--- config.mk ---
export PLATFORM = sky130hd
export DESIGN_NAME = mod_div_unit_flat
export DESIGN_NICKNAME = d
export VERILOG_FILES = /design/src/rtl/mod_div_unit_if.sv /design/src/rtl/mod_div_unit.sv /design/src/flat_wrapper.sv
export SDC_FILE = /design/constraint.sdc
export NUM_CORES = 1
export LEC_CHECK = 0
export ABC_AREA = 1
export CAP_MARGIN = 20
export CORE_MARGIN = 2
export CORE_UTILIZATION = 57
export DETAILED_ROUTE_END_ITERATION = 6
export PLACE_DENSITY_LB_ADDON = 0.15
export SYNTH_ARGS = -nofsm -noshare
export SYNTH_HDL_FRONTEND = slang
export SYNTH_SLANG_ARGS = --single-unit
--- constraint.sdc ---
create_clock -name clk -period 4.8 [get_ports clk]
set_clock_uncertainty 0.2 [all_clocks]
set_input_delay 0.96 -clock clk [delete_from_list [all_inputs] [get_ports clk]]
set_output_delay 0.96 -clock clk [all_outputs]
set_load 0.005 [all_outputs]
--- src/rtl/mod_div_unit_if.sv ---
// +------------------------------------------------------------------+
// | mod_div_unit_if : operand/result bundle for mod_div_unit  rev 1.0 |
// +------------------------------------------------------------------+
`default_nettype none

interface mod_div_unit_if #(
  parameter int WIDTH = 8
);
  logic             start;
  logic [WIDTH-1:0] dividend;
  logic [WIDTH-1:0] divisor;
  logic             busy;
  logic             done;
  logic [WIDTH-1:0] remainder;
  logic [WIDTH-1:0] quotient;
  logic             div_by_zero;
  logic [2:0]       state;

  modport master (
    output start, dividend, divisor,
    input  busy, done, remainder, quotient, div_by_zero, state
  );

  modport slave (
    input  start, dividend, divisor,
    output busy, done, remainder, quotient, div_by_zero, state
  );
endinterface

`default_nettype wire

--- src/rtl/mod_div_unit.sv ---
// +------------------------------------------------------------------+
// | mod_div_unit : unsigned divider by repeated subtraction  rev 1.0  |
// +------------------------------------------------------------------+
`default_nettype none

module mod_div_unit #(
  parameter int WIDTH = 8
) (
  input  wire logic     clk,
  input  wire logic     reset,
  mod_div_unit_if.slave bus
);

  typedef enum logic [2:0] {
    S_IDLE  = 3'b000,
    S_CHECK = 3'b001,
    S_COMP  = 3'b011,
    S_SUB   = 3'b010,
    S_DONE  = 3'b100
  } state_e;

  state_e           state_q, state_d;
  logic [WIDTH-1:0] a_q, a_d;
  logic [WIDTH-1:0] b_q, b_d;
  logic [WIDTH-1:0] q_q, q_d;
  logic [WIDTH-1:0] rem_q, rem_d;
  logic [WIDTH-1:0] quo_q, quo_d;
  logic             dbz_q, dbz_d;
  logic             busy_q, busy_d;
  logic             done_q, done_d;

  always_comb begin
    state_d = state_q;
    a_d     = a_q;
    b_d     = b_q;
    q_d     = q_q;
    rem_d   = rem_q;
    quo_d   = quo_q;
    dbz_d   = dbz_q;

    case (state_q)
      S_IDLE: begin
        if (bus.start) begin
          a_d     = bus.dividend;
          b_d     = bus.divisor;
          q_d     = '0;
          state_d = S_CHECK;
        end
      end
      S_CHECK: begin
        if (b_q == '0) begin
          rem_d   = a_q;
          quo_d   = '1;
          dbz_d   = 1'b1;
          state_d = S_DONE;
        end else begin
          state_d = S_COMP;
        end
      end
      S_COMP: begin
        if (a_q < b_q) begin
          rem_d   = a_q;
          quo_d   = q_q;
          dbz_d   = 1'b0;
          state_d = S_DONE;
        end else begin
          state_d = S_SUB;
        end
      end
      S_SUB: begin
        // A >= B is guaranteed here, so neither operation can wrap
        a_d     = a_q - b_q;
        q_d     = q_q + {{(WIDTH-1){1'b0}}, 1'b1};
        state_d = S_COMP;
      end
      S_DONE:  state_d = S_IDLE;
      default: state_d = S_IDLE;
    endcase

    // Status flags are registered from the next state so they align with it
    done_d = (state_d == S_DONE);
    busy_d = (state_d != S_IDLE);
  end

  always_ff @(posedge clk) begin
    if (!reset) begin
      state_q <= S_IDLE;
      a_q     <= '0;
      b_q     <= '0;
      q_q     <= '0;
      rem_q   <= '0;
      quo_q   <= '0;
      dbz_q   <= 1'b0;
      busy_q  <= 1'b0;
      done_q  <= 1'b0;
    end else begin
      state_q <= state_d;
      a_q     <= a_d;
      b_q     <= b_d;
      q_q     <= q_d;
      rem_q   <= rem_d;
      quo_q   <= quo_d;
      dbz_q   <= dbz_d;
      busy_q  <= busy_d;
      done_q  <= done_d;
    end
  end

  assign bus.busy        = busy_q;
  assign bus.done        = done_q;
  assign bus.remainder   = rem_q;
  assign bus.quotient    = quo_q;
  assign bus.div_by_zero = dbz_q;
  assign bus.state       = state_q;

endmodule

`default_nettype wire

--- src/flat_wrapper.sv ---
// flat-port wrapper written by rule: the top's interface ports become plain ports
module mod_div_unit_flat 
#(
  parameter int WIDTH = 8
)
  (clk, reset, bus_start, bus_dividend, bus_divisor, bus_busy, bus_done, bus_remainder, bus_quotient, bus_div_by_zero, bus_state);
  mod_div_unit_if #(.WIDTH(WIDTH)) bus_i ();
  input  wire logic clk;
  input  wire logic reset;
  input wire logic [$bits(bus_i.start)-1:0] bus_start;
  input wire logic [$bits(bus_i.dividend)-1:0] bus_dividend;
  input wire logic [$bits(bus_i.divisor)-1:0] bus_divisor;
  output wire logic [$bits(bus_i.busy)-1:0] bus_busy;
  output wire logic [$bits(bus_i.done)-1:0] bus_done;
  output wire logic [$bits(bus_i.remainder)-1:0] bus_remainder;
  output wire logic [$bits(bus_i.quotient)-1:0] bus_quotient;
  output wire logic [$bits(bus_i.div_by_zero)-1:0] bus_div_by_zero;
  output wire logic [$bits(bus_i.state)-1:0] bus_state;
  assign bus_i.start = bus_start;
  assign bus_i.dividend = bus_dividend;
  assign bus_i.divisor = bus_divisor;
  assign bus_busy = bus_i.busy;
  assign bus_done = bus_i.done;
  assign bus_remainder = bus_i.remainder;
  assign bus_quotient = bus_i.quotient;
  assign bus_div_by_zero = bus_i.div_by_zero;
  assign bus_state = bus_i.state;
  mod_div_unit #(.WIDTH(WIDTH)) u_core (.clk(clk), .reset(reset), .bus(bus_i));
endmodule
### Word-level counts from Yosys, hierarchy flattened

Index checks and enable logic that the tools add are counted.

* $add $sub $neg: 2
* magnitude comparators: 1
* equality and inequality tests: 7
* muxes and demuxes: 17
* reductions and logical operators: 8

Operators by type and width (count)
* $pmux 8 s2: 4
* $mux 8: 6
* $pmux 3 s4: 1
* $mux 3: 3
* $add 8x1->8 const B: 1
* $logic_not 8->1: 1
* $lt 8x8->1: 1
* $sub 8x8->8: 1
* $eq 3x2->1 const B: 2
* $ne 2x1->1 const B: 2
* $reduce_and 2->1: 2
* $reduce_bool 2->1: 2
* $eq 3x1->1 const B: 1
* $eq 3x3->1 const B: 1
* $logic_not 3->1: 1
* $reduce_and 3->1: 1
* $reduce_bool 3->1: 1
* $mux 1: 2
* $ne 2x2->1 const B: 1
* $pmux 1 s2: 1

* register bits: 46
* input port bits: 19
* word-level logic and storage cells: 44

### Longest topological paths before layout

Gate-level depths: netlist (run 1).

* depth in word-level cells: 4
* depth in mapped cells: 13
* gate-level depth less buffers: 12

### Worst setup path after synthesis (run 1)

OpenSTA, ideal clock, no wires.

* kind: reg-to-reg
* from: reg u_core.a_q[0]
* to: reg u_core.rem_q[6], in the netlist u_core.bus.remainder[6]
* data arrival time: 1717 ps
* data required time: 4536 ps
* setup slack: 2819 ps
* cell stages (with the launch flop): 14
* cells stage by stage: dfxtp_1 > inv_1 > ha_1 > fa_1 > inv_1 > nand2_1 > nand2_1 > nand3_2 > nand3_4 > nand2_4 > inv_4 > buf_12 > nor2_2 > nor2_1

* cells in the longest elaborated chain, start to end: 3

RTL lines
* start, declared: line mod_div_unit.sv:23 `logic [WIDTH-1:0] a_q, a_d;`
* start signal, assigned: line mod_div_unit.sv:88 `a_q <= '0;`
* start signal, assigned: line mod_div_unit.sv:98 `a_q <= a_d;`
* $lt 8x8->1: line mod_div_unit.sv:61 `if (a_q < b_q) begin`
* $ne 2x1->1 (no source line)
* $reduce_and 3->1 (no source line)
* end signal, assigned: line mod_div_unit.sv:101 `rem_q <= rem_d;`
* end, declared: line mod_div_unit.sv:26 `logic [WIDTH-1:0] rem_q, rem_d;`

Every way passes these cells.
A chain may end at the register's enable or synchronous reset.

### Worst setup path after layout (run 1)

* from: reg u_core.state_q[1], in the netlist u_core.bus.state[1]
* to: out bus_state[1]

RTL lines
* start, declared: line mod_div_unit.sv:22 `state_e state_q, state_d;`
* start signal, assigned: line mod_div_unit.sv:97 `state_q <= state_d;`
* end, declared: line flat_wrapper.sv:18 `output wire logic [$bits(bus_i.state)-1:0] bus_state;`

No word-level cell between the ends.

==> results of run 1 <==
-- power groups by stage --
stage          Combinational (uW)  Sequential [uW]  Clock (uW)
3_3_place_gp                  713              543           0
3_5_place_dp                  729              547           0
6_report                      727              538         294
5_1_grt                       836              552         310
2_1_floorplan                 531              537           0
4_1_cts                       733              538         295
-- cell usage after synthesis --
master,instances
nand3b_1,3
inv_1,55
or2_1,1
inv_2,2
nand3_4,1
a31oi_1,3
nand2_1,92
buf_1,1
nand4_1,1
o21ai_0,12
nor2_1,30
nor2_2,20
inv_4,1
clkbuf_1,3
fa_1,1
buf_4,2
a21oi_2,1
nand2_2,2
nand3_2,1
nor2_4,2
nor3_1,4
a21oi_1,22
buf_12,1
nand2_4,1
or2_2,7
nand3_1,30
ha_1,9
and2_1,1
dfxtp_1,46
buf_2,3
-- worst min path at each step --
stage                           startpoint                      to  slack, ns  cells past startpoint
global placement    u_core.bus.div_by_zero  u_core.bus.div_by_zero       0.26                      2
floorplan                    u_core.b_q[5]           u_core.b_q[5]       0.25                      2
global route                 u_core.b_q[4]           u_core.b_q[4]       0.32                      2
detailed placement  u_core.bus.div_by_zero  u_core.bus.div_by_zero       0.26                      2
CTS                 u_core.bus.div_by_zero  u_core.bus.div_by_zero       0.27                      2
finish              u_core.bus.div_by_zero  u_core.bus.div_by_zero       0.27                      2
-- metrics by stage --
stage	hold WS, ns	std cells
2_1_floorplan	0.250	358
6_report	0.274	446
5_1_grt	0.316	446
4_1_cts	0.272	446
3_5_place_dp	0.260	439
3_3_place_gp	0.257	439
-- final cells by class --
cell class                      count  share of cell area [%]
Clock buffer                        6                    2.78
Clock inverter                      1                    1.01
Tap cell                           50                    2.11
Multi-Input combinational cell    244                    41.9
Inverter                           58                    7.42
Sequential cell                    46                    31.0
Timing Repair Buffer               41                    13.7
-- cell families after synthesis --
kind of cell | count (synthesis)
DFF | 46
buffers and inverters | 68
AOI/OAI and AO/OA | 38
and+or+nand+nor | 196
adders and majority gates | 10
-- routing by layer --
metal  global-route usage, %  up-vias
met5                       0        -
met4                    5.88        0
met3                    5.52        6
met2                    37.9       56
met1                    30.2      980
li1                        -     1178
-- registers in the layout, summed over array words and instances, names as in the netlist --
| signal | flops |
|---|---|
| u_core.q_q | 8 |
| u_core.bus.busy | 1 |
| u_core.bus.state | 3 |
| u_core.bus.div_by_zero | 1 |
| u_core.bus.done | 1 |
| u_core.bus.remainder | 8 |
| u_core.b_q | 8 |
| u_core.a_q | 8 |
| u_core.bus.quotient | 8 |
==> impl_table.tex, run 1 <==
\begin{tabular}{lr}
\hline
Metric & Value \\
\hline
\multicolumn{2}{l}{\textbf{Worst setup path}} \\
Capture point of the worst reg-to-reg path & u\_core.bus.remainder[7] \\
CP required & 3.64 ns \\
Slowest cell on the critical path & clkdlybuf4s50\_1 \\
Critical register-to-register path startpoint & u\_core.a\_q[0] \\
Category of the worst setup path capture point & output pin \\
Element type at the critical path start & flop \\
End of the critical path & bus\_state[1] \\
Largest stage delay on the critical path & 0.54 ns \\
Cell family contributing the most delay on the critical path & buffers and inverters \\
Minimum setup slack among reg-to-reg paths & 2.49 ns \\
Sum of buffers and inverters on the critical path & 1 \\
Worst path arrival time & 1.28 ns \\
CP Max Fanout & 4 \\
Cell breakdown of the critical path & clkdlybuf4s50\_1 \\
Logic depth of the worst path, buffers included & 1 \\
Startpoint of the most critical setup path & u\_core.bus.state[1] \\
Critical path type & flop to output pin \\
Number of cells on the worst reg-to-reg path & 12 \\
\multicolumn{2}{l}{\textbf{Clock network}} \\
CTS root buffer & clkbuf\_8 \\
Total setup buffers inserted after CTS & 0 \\
Register clock-pin slew on the reported worst setup and hold paths & 0.08 ns \\
Hold-fix buffers at CTS & 0 \\
Clock sink total & 46 \\
Clock Path Buffers & 2 \\
Clock latency on the worst-skew pair & 0.29 ns \\
PostCTS Resize Cnt & 0 \\
CTS Buf Count & 5 \\
TritonCTS clock tree & yes \\
CTS H-Tree Depth & 2 \\
\multicolumn{2}{l}{\textbf{STA}} \\
Worst setup slack after layout & 2.36 ns \\
Final critical-path required period & 2.44 ns \\
Setup TNS Final & 0 ns \\
Final hold violations & 0 \\
Final worst path period share & 50.8\% \\
Max-slew violation total from the final report & 0 \\
Worst-Margin Slew & 0.408 ns \\
Setup repair after global routing missed its margin & no \\
Max\_slew headroom & 72.8\% \\
Fmax & 0.410 GHz \\
Number of setup violations in the final report & 0 \\
\multicolumn{2}{l}{\textbf{Synthesis}} \\
Post-synthesis share of cell area spent on full adders, half adders and majority gates & 5.42\% \\
Post-synthesis xor/xnor area fraction & 0\% \\
Yosys top cell by area & dfxtp\_1 \\
Per-instance average area after synthesis & 6.84 sq um \\
Fraction of the yosys area taken by sequential cells & 37.6\% \\
Instance count of the mapped netlist & 358 \\
Area contributors post-synth & dfxtp\_1, nand2\_1, inv\_1 \\
Post-Syn Area & 2450 sq um \\
Combinational family with the most area after synthesis & simple AND/OR/NAND/NOR gates \\
Area share of and/or/nand/nor cells after synthesis & 37.3\% \\
Number of different library cells in the post-synthesis netlist & 30 \\
Share of cell area taken by muxes after synthesis & 0\% \\
Syn. warnings & 0 \\
Total nets after synthesis & 387 \\
Synth top area share & 37.6\% \\
Synth Area in Compound Gates & 8.07\% \\
Count of state elements after synthesis & 46 \\
\multicolumn{2}{l}{\textbf{Placed design}} \\
Post-placement cell area & 2850 sq um \\
Number of buffers inserted by port buffering & 40 \\
Half-perimeter wire length after detailed placement & 3980 microns \\
RePlAce Congestion & 0.919 \\
Setup slack after placement & 2.26 ns \\
\multicolumn{2}{l}{\textbf{Floorplan}} \\
Initial core utilization & 60.3\% \\
Area of the die & 4840 sq um \\
Vertical die dimension & 69.5 microns \\
Number of standard-cell rows in the floorplan & 23 \\
Width of the die & 69.5 microns \\
IO Count & 41 \\
Area of the placeable core & 4060 sq um \\
\multicolumn{2}{l}{\textbf{Global routing}} \\
Wire length of the first global-routing pass & 9040 microns \\
Via count of the first global-routing pass & 2,076 \\
Maximum number of pins on one net before global-route repair & 34 \\
Total GRT Usage & 23.0\% \\
Number of antenna violations at the first check in global routing & 0 \\
Total grt overflow & 0 \\
\multicolumn{2}{l}{\textbf{Outcome}} \\
Status & completed \\
\multicolumn{2}{l}{\textbf{Detailed routing}} \\
First-iteration detailed-routing DRC count & 136 \\
Detail-routed via count per cell & 4.98 \\
WL met2 & 2320 microns \\
Final antenna-violating net count & 0 \\
Count of TritonRoute iterations in the first routing pass & 5 \\
Final Routed Wirelength & 5120 microns \\
Top layer reached by signal wires & met4 \\
Routed length per placed instance & 11.5 microns \\
DR DRC count & 0 \\
Post-Route M1 WL & 2450 microns \\
Detailed-routed wire length on met3 & 286 microns \\
Via Count & 2,220 \\
\multicolumn{2}{l}{\textbf{Power}} \\
Switching Power & 606 uW \\
Sequential share of power & 34.5\% \\
Total power per unit cell area & 525 nW/um\^{}2 \\
Total power & 1560 uW \\
Combinational power share & 46.6\% \\
Net switching share of the total power & 38.9\% \\
Internal portion of total power & 952 uW \\
Max VDD drop & 0.334 mV \\
Static leakage & 0.00134 uW \\
Portion of total power attributed to the clock network & 18.9\% \\
\multicolumn{2}{l}{\textbf{Min path}} \\
Type of the worst min-delay path & flop to flop \\
\multicolumn{2}{l}{\textbf{Cells and area}} \\
Most common cell after layout, fill and taps aside & nand2\_1 \\
Total area of sequential cells & 921 sq um \\
Nets & 425 \\
Combined area of the multi-input logic cells & 1240 sq um \\
Filler cells & 350 \\
Area of all placed cells without fillers & 2970 sq um \\
Number of diodes added for antenna fixing & 0 \\
Highest-count cells in the layout ignoring fill and taps & nand2\_1, inv\_1, dfxtp\_1, clkdlybuf4s50\_1 \\
Post-route core utilization & 73.1\% \\
Fraction of final layout cells with drive strength greater than 1 & 11.6\% \\
Area added between synthesis and finish & 21.2\% \\
\multicolumn{2}{l}{\textbf{Job}} \\
Max-cap violations & 0 \\
\hline
\end{tabular}
No activity file was read; power rests on OpenSTA's default activity.
==> run 2, diff against run 1 <==
--- a/config.mk
+++ b/config.mk
@@ -8,7 +8,7 @@
 export ABC_AREA = 1
 export CAP_MARGIN = 20
 export CORE_MARGIN = 2
-export CORE_UTILIZATION = 57
+export CORE_UTILIZATION = 48
 export DETAILED_ROUTE_END_ITERATION = 6
 export PLACE_DENSITY_LB_ADDON = 0.15
 export SYNTH_ARGS = -nofsm -noshare
==> constraint.sdc (replaced) <==
create_clock -name clk -period 2.2 [get_ports clk]
set_clock_uncertainty 0.2 [all_clocks]
set_input_delay 0.44 -clock clk [delete_from_list [all_inputs] [get_ports clk]]
set_output_delay 0.44 -clock clk [all_outputs]
set_load 0.005 [all_outputs]
==> run 2 against run 1 <==
Compared with the run above:
- combinational power rose by 130%
- die area rose by 18%
- setup slack got worse by 2.2 ns
- final cell count is 5.2% higher
- wire length is 2.8% higher
- register-to-register slack worse by 2.4 ns
- global-route usage decreased by 2.7 points
- first-iteration DRC count is 18% lower
- highest routed layer unchanged
- sequential share of layout area shrank 1.1 points
- count of clock-buffer cells in the layout unchanged
- utilization is 9.1 points lower
==> impl_table.tex, run 2 (synthesized netlist as in run 1, its figures left out) <==
\begin{tabular}{lr}
\hline
Metric & Value \\
\hline
\multicolumn{2}{l}{\textbf{Placed design}} \\
Number of buffers inserted by port buffering & 40 \\
Half-perimeter wire length after detailed placement & 4020 microns \\
Post-placement cell area & 2930 sq um \\
RePlAce Congestion & 0.920 \\
\multicolumn{2}{l}{\textbf{Cells and area}} \\
Nets & 430 \\
Area of all placed cells without fillers & 3080 sq um \\
Highest-count cells in the layout ignoring fill and taps & nand2\_1, inv\_1, dfxtp\_1, clkdlybuf4s50\_1 \\
Post-route core utilization & 64.0\% \\
Filler cells & 466 \\
Area added between synthesis and finish & 25.9\% \\
Fraction of final layout cells with drive strength greater than 1 & 13.4\% \\
Number of diodes added for antenna fixing & 0 \\
Most common cell after layout, fill and taps aside & nand2\_1 \\
\multicolumn{2}{l}{\textbf{Worst setup path}} \\
Minimum setup slack among reg-to-reg paths & 0.14 ns \\
Slowest cell on the critical path & fa\_1 \\
Worst path arrival time & 2.06 ns \\
Element type at the critical path start & flop \\
CP Max Fanout & 15 \\
Category of the worst setup path capture point & flop \\
Critical register-to-register path startpoint & u\_core.a\_q[0] \\
CP required & 2.20 ns \\
Cell family contributing the most delay on the critical path & simple AND/OR/NAND/NOR gates \\
Largest stage delay on the critical path & 0.36 ns \\
Number of cells on the worst reg-to-reg path & 12 \\
Critical path type & flop to flop \\
Sum of buffers and inverters on the critical path & 3 \\
Capture point of the worst reg-to-reg path & u\_core.bus.remainder[4] \\
Cell breakdown of the critical path & inv\_1 -> ha\_1 -> fa\_1 -> inv\_1 -> nand2\_1 -> nand2\_2 -> nand3\_2 -> nand3\_4 -> buf\_12 -> nand3\_1 -> nand2\_1 -> nor2\_2 \\
\multicolumn{2}{l}{\textbf{Floorplan}} \\
Initial core utilization & 50.8\% \\
Number of standard-cell rows in the floorplan & 25 \\
IO Count & 41 \\
Vertical die dimension & 75.4 microns \\
Width of the die & 75.4 microns \\
Area of the die & 5690 sq um \\
Area of the placeable core & 4820 sq um \\
\multicolumn{2}{l}{\textbf{STA}} \\
Setup repair after global routing missed its margin & no \\
Final worst path period share & 93.9\% \\
Fmax & 0.484 GHz \\
Max-slew violation total from the final report & 0 \\
Setup TNS Final & 0 ns \\
Worst-Margin Slew & 0.462 ns \\
Max\_slew headroom & 69.2\% \\
Final hold violations & 0 \\
Number of setup violations in the final report & 0 \\
Final critical-path required period & 2.06 ns \\
\multicolumn{2}{l}{\textbf{Detailed routing}} \\
Final antenna-violating net count & 0 \\
Via Count & 2,215 \\
Detail-routed via count per cell & 4.72 \\
DR DRC count & 0 \\
Count of TritonRoute iterations in the first routing pass & 4 \\
First-iteration detailed-routing DRC count & 112 \\
Final Routed Wirelength & 5260 microns \\
Routed length per placed instance & 11.2 microns \\
\multicolumn{2}{l}{\textbf{Power}} \\
Max VDD drop & 0.579 mV \\
Static leakage & 0.00138 uW \\
Total power per unit cell area & 1170 nW/um\^{}2 \\
\multicolumn{2}{l}{\textbf{Clock network}} \\
Register clock-pin slew on the reported worst setup and hold paths & 0.09 ns \\
Clock sink total & 46 \\
CTS root buffer & clkbuf\_8 \\
TritonCTS clock tree & yes \\
CTS Buf Count & 5 \\
CTS H-Tree Depth & 2 \\
Clock Path Buffers & 2 \\
Clock latency on the worst-skew pair & 0.30 ns \\
Hold-fix buffers at CTS & 0 \\
Total setup buffers inserted after CTS & 0 \\
\multicolumn{2}{l}{\textbf{Global routing}} \\
Number of antenna violations at the first check in global routing & 0 \\
Met1 capacity usage during global routing & 28.9\% \\
Routing layer with the top usage in global route & met2 \\
Maximum number of pins on one net before global-route repair & 24 \\
Wire length of the first global-routing pass & 8830 microns \\
Total GRT Usage & 20.2\% \\
Routing usage on met2 & 32.1\% \\
Total grt overflow & 0 \\
Via count of the first global-routing pass & 1,957 \\
Met3 Resource Use GR & 3.97\% \\
\multicolumn{2}{l}{\textbf{Min path}} \\
Hold Crit Depth & 2 \\
Type of the worst min-delay path & flop to flop \\
Worst Hold Launch & u\_core.bus.div\_by\_zero \\
Worst Hold End & u\_core.bus.div\_by\_zero \\
\multicolumn{2}{l}{\textbf{Outcome}} \\
Status & completed \\
\multicolumn{2}{l}{\textbf{Job}} \\
Max-cap violations & 0 \\
\hline
\end{tabular}
[run 2: cell count changes in the layout (fill, tap and decap cells not counted), sizes merged]
| cell | before | now |
|---|---|---|
| buf | 1 | 6 |
| bufinv | 1 | 2 |
| inv | 58 | 57 |
| clkinv | 0 | 1 |
[run 2: how the worst max path moves through the flow]
| stage | start | to | slack (ns) | cells past startpoint |
|---|---|---|---|---|
| final | u_core.a_q[0] | u_core.bus.remainder[4] | 0.14 | 12 |
| after global routing | u_core.a_q[0] | u_core.bus.remainder[1] | 0.01 | 12 |
| after CTS | u_core.a_q[0] | u_core.bus.quotient[7] | 0.05 | 12 |
| after detailed placement | u_core.a_q[0] | u_core.bus.quotient[7] | 0.07 | 12 |
| after global placement | u_core.a_q[0] | u_core.bus.quotient[7] | 0.15 | 12 |
| after floorplan | u_core.a_q[0] | u_core.bus.remainder[6] | 0.22 | 13 |
[run 2: final cells by class]
cell class	instances	area, sq um	area share (%)
multi-input cells	244	1240	40.4
flip-flops and latches	46	922	29.9
repair buffers	46	458	14.9
inverters	58	230	7.47
well taps	67	83.8	2.72
clock buffers	6	82.6	2.68
clock inverters	2	60.1	1.95
[run 2: through the flow]
step	total power, uW	setup WS (ns)	hold slack [ns]	instances
2_1_floorplan	2330	0.219	0.250	358
3_3_place_gp	2800	0.150	0.246	461
3_5_place_dp	2820	0.0689	0.263	461
4_1_cts	3600	0.0481	0.276	469
5_1_grt	3930	0.0104	0.313	469
6_report	3590	0.135	0.274	469
[run 2: layer usage]
metal	vias to the layer above	wire length [microns]
met5	-	0
met4	0	46
met3	5	258
met2	52	2300
met1	969	2660
li1	1189	-
[run 2: tightest hold or removal path: cells and delay by family (launching register included)]
family          cells  cell delay, ns
flops               1            0.32
simple gates        1            0.06
compound gates      1            0.05
[run 2: timing repair]
action | CTS | global route
endpoints found under the hold margin | 0 | 0
gates resized for setup | 0 | 5
setup endpoints to repair | 0 | 16
[run 2: where the power goes]
group,internal [uW],total [uW],switching (uW)
clock,484,760,275
sequential,1030,1170,136
combinational,722,1660,942
